### config.mk
export PLATFORM = sky130hd
export DESIGN_NAME = alu_arbiter
export DESIGN_NICKNAME = d
export VERILOG_FILES = /design/src/rtl/alu_arbiter.sv
export SDC_FILE = /design/constraint.sdc
export NUM_CORES = 1
export LEC_CHECK = 0
export ABC_AREA = 1
export BUFFER_PORTS_ARGS = -buffer_cell sky130_fd_sc_hd__clkbuf_2
export CAP_MARGIN = 25
export CORE_MARGIN = 2
export CORE_UTILIZATION = 41
export DETAILED_ROUTE_END_ITERATION = 6
export PLACE_DENSITY_LB_ADDON = 0.15
export SKIP_CTS_REPAIR_TIMING = 1
export SYNTH_ARGS = -nofsm -noshare
export SYNTH_HDL_FRONTEND = slang
export SYNTH_SLANG_ARGS = --single-unit
### constraint.sdc
create_clock -name clk -period 2.9 [get_ports clk]
set_input_delay 0.58 -clock clk [delete_from_list [all_inputs] [get_ports clk]]
set_output_delay 0.58 -clock clk [all_outputs]
set_load 0.03 [all_outputs]
### src/rtl/alu_arbiter.sv
// alu_arbiter: round-robin front end that lets two requesters share one
// combinational ALU. Each accepted operation is held in operand registers
// for one execute cycle, and its result is then held in the owner's
// response registers until that owner takes it.
module alu_arbiter #(
  parameter int WIDTH = 32
) (
  input  logic             clk,
  input  logic             reset,
  // requester 0
  input  logic             req0_valid,
  output logic             req0_ready,
  input  logic [WIDTH-1:0] req0_a,
  input  logic [WIDTH-1:0] req0_b,
  input  logic [2:0]       req0_op,
  output logic             rsp0_valid,
  input  logic             rsp0_ready,
  output logic [WIDTH-1:0] rsp0_result,
  output logic             rsp0_zero,
  // requester 1
  input  logic             req1_valid,
  output logic             req1_ready,
  input  logic [WIDTH-1:0] req1_a,
  input  logic [WIDTH-1:0] req1_b,
  input  logic [2:0]       req1_op,
  output logic             rsp1_valid,
  input  logic             rsp1_ready,
  output logic [WIDTH-1:0] rsp1_result,
  output logic             rsp1_zero,
  // shared ALU
  output logic [WIDTH-1:0] alu_a,
  output logic [WIDTH-1:0] alu_b,
  output logic [2:0]       alu_ctrl,
  input  logic [WIDTH-1:0] alu_result,
  input  logic             alu_zero
);

  localparam logic [1:0] S_IDLE = 2'd0;
  localparam logic [1:0] S_EXEC = 2'd1;
  localparam logic [1:0] S_RESP = 2'd2;

  logic [1:0]       state_q, state_d;
  logic             last_grant_q, last_grant_d;
  logic             owner_q, owner_d;
  logic [WIDTH-1:0] op_a_q, op_a_d;
  logic [WIDTH-1:0] op_b_q, op_b_d;
  logic [2:0]       op_ctrl_q, op_ctrl_d;

  logic [WIDTH-1:0] rsp_result_q [2];
  logic             rsp_zero_q   [2];

  logic             grant_sel;
  logic             handshake;
  logic             owner_rsp_ready;

  // Pick the requester to offer: a lone valid wins, a tie goes to the one
  // that was not served last.
  always_comb begin
    grant_sel = 1'b0;
    if (req0_valid && req1_valid) begin
      grant_sel = ~last_grant_q;
    end else if (req1_valid) begin
      grant_sel = 1'b1;
    end
  end

  // Ready only in IDLE, only for the chosen requester and only while it is
  // valid; held low while reset is asserted.
  always_comb begin
    req0_ready = ~reset && (state_q == S_IDLE) && req0_valid && !grant_sel;
    req1_ready = ~reset && (state_q == S_IDLE) && req1_valid &&  grant_sel;
  end

  assign handshake       = req0_ready | req1_ready;
  assign owner_rsp_ready = owner_q ? rsp1_ready : rsp0_ready;

  // Next-state logic for the IDLE -> EXEC -> RESP cycle and the operand latch.
  always_comb begin
    state_d      = state_q;
    last_grant_d = last_grant_q;
    owner_d      = owner_q;
    op_a_d       = op_a_q;
    op_b_d       = op_b_q;
    op_ctrl_d    = op_ctrl_q;
    case (state_q)
      S_IDLE: begin
        if (handshake) begin
          owner_d      = req1_ready;
          last_grant_d = req1_ready;
          op_a_d       = req1_ready ? req1_a  : req0_a;
          op_b_d       = req1_ready ? req1_b  : req0_b;
          op_ctrl_d    = req1_ready ? req1_op : req0_op;
          state_d      = S_EXEC;
        end
      end
      S_EXEC: begin
        state_d = S_RESP;
      end
      S_RESP: begin
        if (owner_rsp_ready) begin
          state_d = S_IDLE;
        end
      end
      default: begin
        state_d = S_IDLE;
      end
    endcase
  end

  // Control and operand state; last_grant resets to 1 so req0 wins the first tie.
  always_ff @(posedge clk or posedge reset) begin
    if (reset) begin
      state_q      <= S_IDLE;
      last_grant_q <= 1'b1;
      owner_q      <= 1'b0;
      op_a_q       <= '0;
      op_b_q       <= '0;
      op_ctrl_q    <= 3'b000;
    end else begin
      state_q      <= state_d;
      last_grant_q <= last_grant_d;
      owner_q      <= owner_d;
      op_a_q       <= op_a_d;
      op_b_q       <= op_b_d;
      op_ctrl_q    <= op_ctrl_d;
    end
  end

  // Per-requester response registers, loaded from the ALU during EXEC when
  // that requester owns the transaction and held otherwise.
  for (genvar gi = 0; gi < 2; gi++) begin : g_rsp
    always_ff @(posedge clk or posedge reset) begin
      if (reset) begin
        rsp_result_q[gi] <= '0;
        rsp_zero_q[gi]   <= 1'b0;
      end else if ((state_q == S_EXEC) && (owner_q == 1'(gi))) begin
        rsp_result_q[gi] <= alu_result;
        rsp_zero_q[gi]   <= alu_zero;
      end
    end
  end

  // The ALU only ever sees registered operands, so request inputs that change
  // after the handshake cannot disturb the transaction.
  assign alu_a    = op_a_q;
  assign alu_b    = op_b_q;
  assign alu_ctrl = op_ctrl_q;

  assign rsp0_valid  = (state_q == S_RESP) && !owner_q;
  assign rsp1_valid  = (state_q == S_RESP) &&  owner_q;
  assign rsp0_result = rsp_result_q[0];
  assign rsp0_zero   = rsp_zero_q[0];
  assign rsp1_result = rsp_result_q[1];
  assign rsp1_zero   = rsp_zero_q[1];

endmodule

After elaboration in Yosys (flattened, before gate mapping)
Cells that the tools add are included.
{"block": "classes", "n_eq_ne": 4, "n_mux": 9, "bitwise": 4, "n_reduce_logical": 15}
{"operator": "$mux 32", "count": 2}
{"operator": "$logic_and 1x1->1", "count": 10}
{"operator": "$pmux 2 s3", "count": 1}
{"operator": "$mux 2", "count": 2}
{"operator": "$ne 2x2->1 const B", "count": 2}
{"operator": "$reduce_and 2->1", "count": 2}
{"operator": "$mux 1", "count": 3}
{"operator": "$mux 3", "count": 1}
{"operator": "$not 1->1", "count": 3}
{"operator": "$eq 2x1->1 const B", "count": 1}
{"operator": "$eq 2x2->1 const B", "count": 1}
{"operator": "$logic_not 1->1", "count": 2}
{"operator": "$logic_not 2->1", "count": 1}
{"operator": "$or 1x1->1", "count": 1}
{"block": "word_totals", "register_bits": 137, "inputBits": 173, "output_inout_bits": 137, "elab_cells": 42}

Longest topological paths before layout
{"block": "depth", "word_depth": 7, "ltp_mapped": 8, "depth_no_buf": 6}

Worst setup path before layout
OpenSTA, ideal clock, no wires.
{"block": "synth_timing", "path_kind": "in2reg", "from": "input reset", "to": "register op_b_q[10] (netlist: alu_b[10])", "setup_time_ns": 0.066, "arrival_ns": 3.075, "required_time_ns": 2.834, "path_slack_ns": -0.241, "cell_stages": 7, "path_buffers": 2, "cell_sequence": "inv_2 > nand2_2 > a21oi_4 > buf_4 > buf_4 > nand3_1 > nand2_1"}
{"block": "synth_between", "elab_chain_len": 6, "word_cells_on_any_way": 9}
{"element": "start, declared", "line_no": "9", "text": "input logic reset,"}
{"element": "$not 1->1 (*)", "line_no": "70, 71"}
{"element": "$logic_and 1x1->1 (*)", "line_no": "70, 71"}
{"element": "$logic_and 1x1->1, on equally long branches (2 in series)", "line_no": "70, 71"}
{"element": "$or 1x1->1", "line_no": "74", "text": "assign handshake = req0_ready | req1_ready;"}
{"element": "$reduce_and 2->1 (no source line)"}
{"element": "end signal, assigned", "line_no": "124", "text": "op_b_q <= op_b_d;"}
{"element": "end, declared", "line_no": "46", "text": "logic [WIDTH-1:0] op_b_q, op_b_d;"}
Mark *: on every way between the ends. The rest lies on a longest branch, timed or not.
A chain may end at the register's enable or synchronous reset.

Final worst setup path
{"block": "layout_timing", "from": "register state_q[0]", "to": "output req1_ready"}
{"block": "layout_between", "elab_chain_len": 4}
{"element": "start, declared", "line_no": "42", "text": "logic [1:0] state_q, state_d;"}
{"element": "start signal, assigned", "line_no": "120", "text": "state_q <= state_d;"}
{"element": "$logic_not 2->1", "line_no": "71", "text": "req1_ready = ~reset && (state_q == S_IDLE) && req1_valid && grant_sel;"}
{"element": "$logic_and 1x1->1 (3 in series)", "line_no": "71"}
{"element": "end, declared", "line_no": "22", "text": "output logic req1_ready,"}
Every way passes these cells.

==> metrics <==
Filler cells=between 1,500 and 2,000; worst vdd ir=431 uV; WS Path Type=reg2out; vias in the first global route=6,092; cell taking the most area after synthesis=dfrtp_1; DP HPWL=13.4 mm; Clk pin slew, worst setup/hold paths=around 0.060 ns; Worst Path Required=2.32 ns; RSZ-0062 raised after global routing=no; Synth Instances=796; GRT overflow=0; Worst-Skew Late Latency=0.41 ns; Hold Worst Slack=roughly 0.42 ns; Pleak=between 5 and 6 nW; Mapped Area=about 6600 sq um; Placer Congestion=0.869; status=complete, no violations; DR DRC count=0; Sum Neg Setup Slack=0 ns; Distinct cells, synth=18; Clock Tree Root=clkbuf_16; Clock Skew=0.00651 ns; Worst Path Arrival=1.78 ns; YS warnings=0; gr usage total=0.228; Nets=1,248; total number of vias=6,415; largest net degree at the start of global routing=71; most frequent cells in the layout=clkbuf_2, nand3_1, nand2_1; Synth Register Bits=roughly 140; total of max-cap violations=0; first-pass detailed-route iteration total=5; CTS Buf Count=17; DR vias/cell=4.93; delay-heaviest family, CP=buffers and inverters; worst path buffer plus inverter count=4; layout cell share with drive strength beyond 1=0.336; core box area=15,800 sq um; FF-to-FF setup slack=0.91 ns; Slew @ Worst Pin=around 0.89 ns; Hold Crit Start=alu_result[22]; die footprint=17,200 sq um; FF-to-FF End=alu_a[11]$_DFFE_PP0P_; CP startpoint kind=flop; Final Cycle Share=0.814; num rows=46; CTS max path bufs=2; Crit. Startpoint=state_q[0]$_DFFE_PP0P_; PwrDens=1190 nW/um^2; cells along the critical path=inv_1 > nand2_1 > nor2_4 > buf_4 > nand2_2 > inv_1 > clkbuf_2; drt total wl=19.7 mm; slew margin rel.=0.407; DRT iter0 DRCs=354; Detail Route Antenna Nets=0; H-tree Lvls=4; io pins=a little over 300; die height=approximately 130 um; Area contributors post-synth=dfrtp_1, nand3_1, nand2_1, o21bai_1, inv_1; # clock sinks=137; global-route wire length before repair=30.5 mm; routed length per instance=15.2 um; critical path capture point type=output port; worst hold path class=in2reg; Max stage delay cell, worst path=dfrtp_1; overall power=10.5 mW; Area Growth Syn to Fin=33.5%; crit-path max FO=21; CTS tree=done; initial core utilization=0.418; post-synthesis average cell area=8.30 sq um; CP most frequent cell=inv_1; most common cell after layout, fill and taps aside=clkbuf_2; Chip Width=around 130 um; Period minus WS final=2.36 ns; Worst Hold Path EP=rsp1_result[22]$_DFFE_PP0P_; sequential fraction of the synthesis area=0.519; initial antenna violation count=0; Final Slew Violations=0; final setup fails=0; Hold Fails Final Rpt=0; Synth Net Count=between 900 and 1,000; RR Startpoint=state_q[0]$_DFFE_PP0P_; top-area cell type share of the netlist area=0.515; Hold Crit Depth=3; ant diodes=0; IO Port Bufs=309; slowest stage delay, CP=0.42 ns; FF-to-FF path depth=8; Fmax=424 MHz
==> worst max-delay path by stage <==
stage               slack, ns                    end  cells after the start
floorplan                0.45  alu_b[10]$_DFFE_PP0P_                      7
global placement         0.83    owner_q$_DFFE_PP0P_                      6
detailed placement       0.82    owner_q$_DFFE_PP0P_                      6
CTS                      0.49             req1_ready                      7
global route             0.41             req1_ready                      7
finish                   0.54             req1_ready                      7
==> synth_stat cells <==
cell,instances
a21oi_4,1
buf_1,3
buf_2,35
buf_4,9
buf_6,1
clkbuf_1,15
dfrtp_1,136
dfstp_2,1
inv_1,104
inv_2,3
nand2_1,140
nand2_2,3
nand3_1,204
nand4_1,1
nor2_1,4
nor2_4,1
o21ai_0,68
o21bai_1,67
==> power by group <==
group          switching, mW  total (mW)  internal [mW]
clock                  0.813        2.12           1.30
combinational           3.60        4.97           1.37
sequential             0.556        3.43           2.87
==> layout make-up <==
class	instances	area, sq um	share of cell area
tap	216	270	0.0306
clock inverter	11	121	0.0137
clock buffer	19	453	0.0513
timing repair buffer	323	1680	0.190
inverter	107	407	0.0461
sequential	137	3430	0.389
multi-input combinational	489	2470	0.280
==> metal layers <==
metal	part of all wire	GRT usage
met5	0	0
met4	0.025	0.0901
met3	0.084	0.0656
met2	0.47	0.359
met1	0.42	0.297
==> state kept, by name, indices dropped and copies added, names as in the netlist <==
name,count
rsp1_zero,1
rsp0_zero,1
rsp1_result,32
alu_b,32
alu_a,32
state_q,2
alu_ctrl,3
rsp0_result,32
last_grant_q,1
owner_q,1
==> through the flow <==
step           cell area (sq um)  setup slack, ns   util  cells
5_1_grt                     8830            0.411  0.558   1302
6_report                    8830            0.539  0.558   1302
2_1_floorplan               6610            0.451      -    796
4_1_cts                     8830            0.495  0.558   1302
3_3_place_gp                8210            0.834  0.519   1270
3_5_place_dp                8250            0.816  0.521   1272
==> worst min-delay path: stages <==
cell and delay [ns]:
clkbuf_2 0.08, inv_1 0.05, o21ai_0 0.07
==> cells by family (layout without fill, tap and decap cells) <==
group                  Yosys count  count (layout)  synth area share
flip-flops                     137             137             0.519
AO/OA/AOI/OAI                  136             136             0.130
buffers and inverters          170             460             0.109
AND/OR/NAND/NOR                353             353             0.242
No activity file was read; power rests on OpenSTA's default activity.
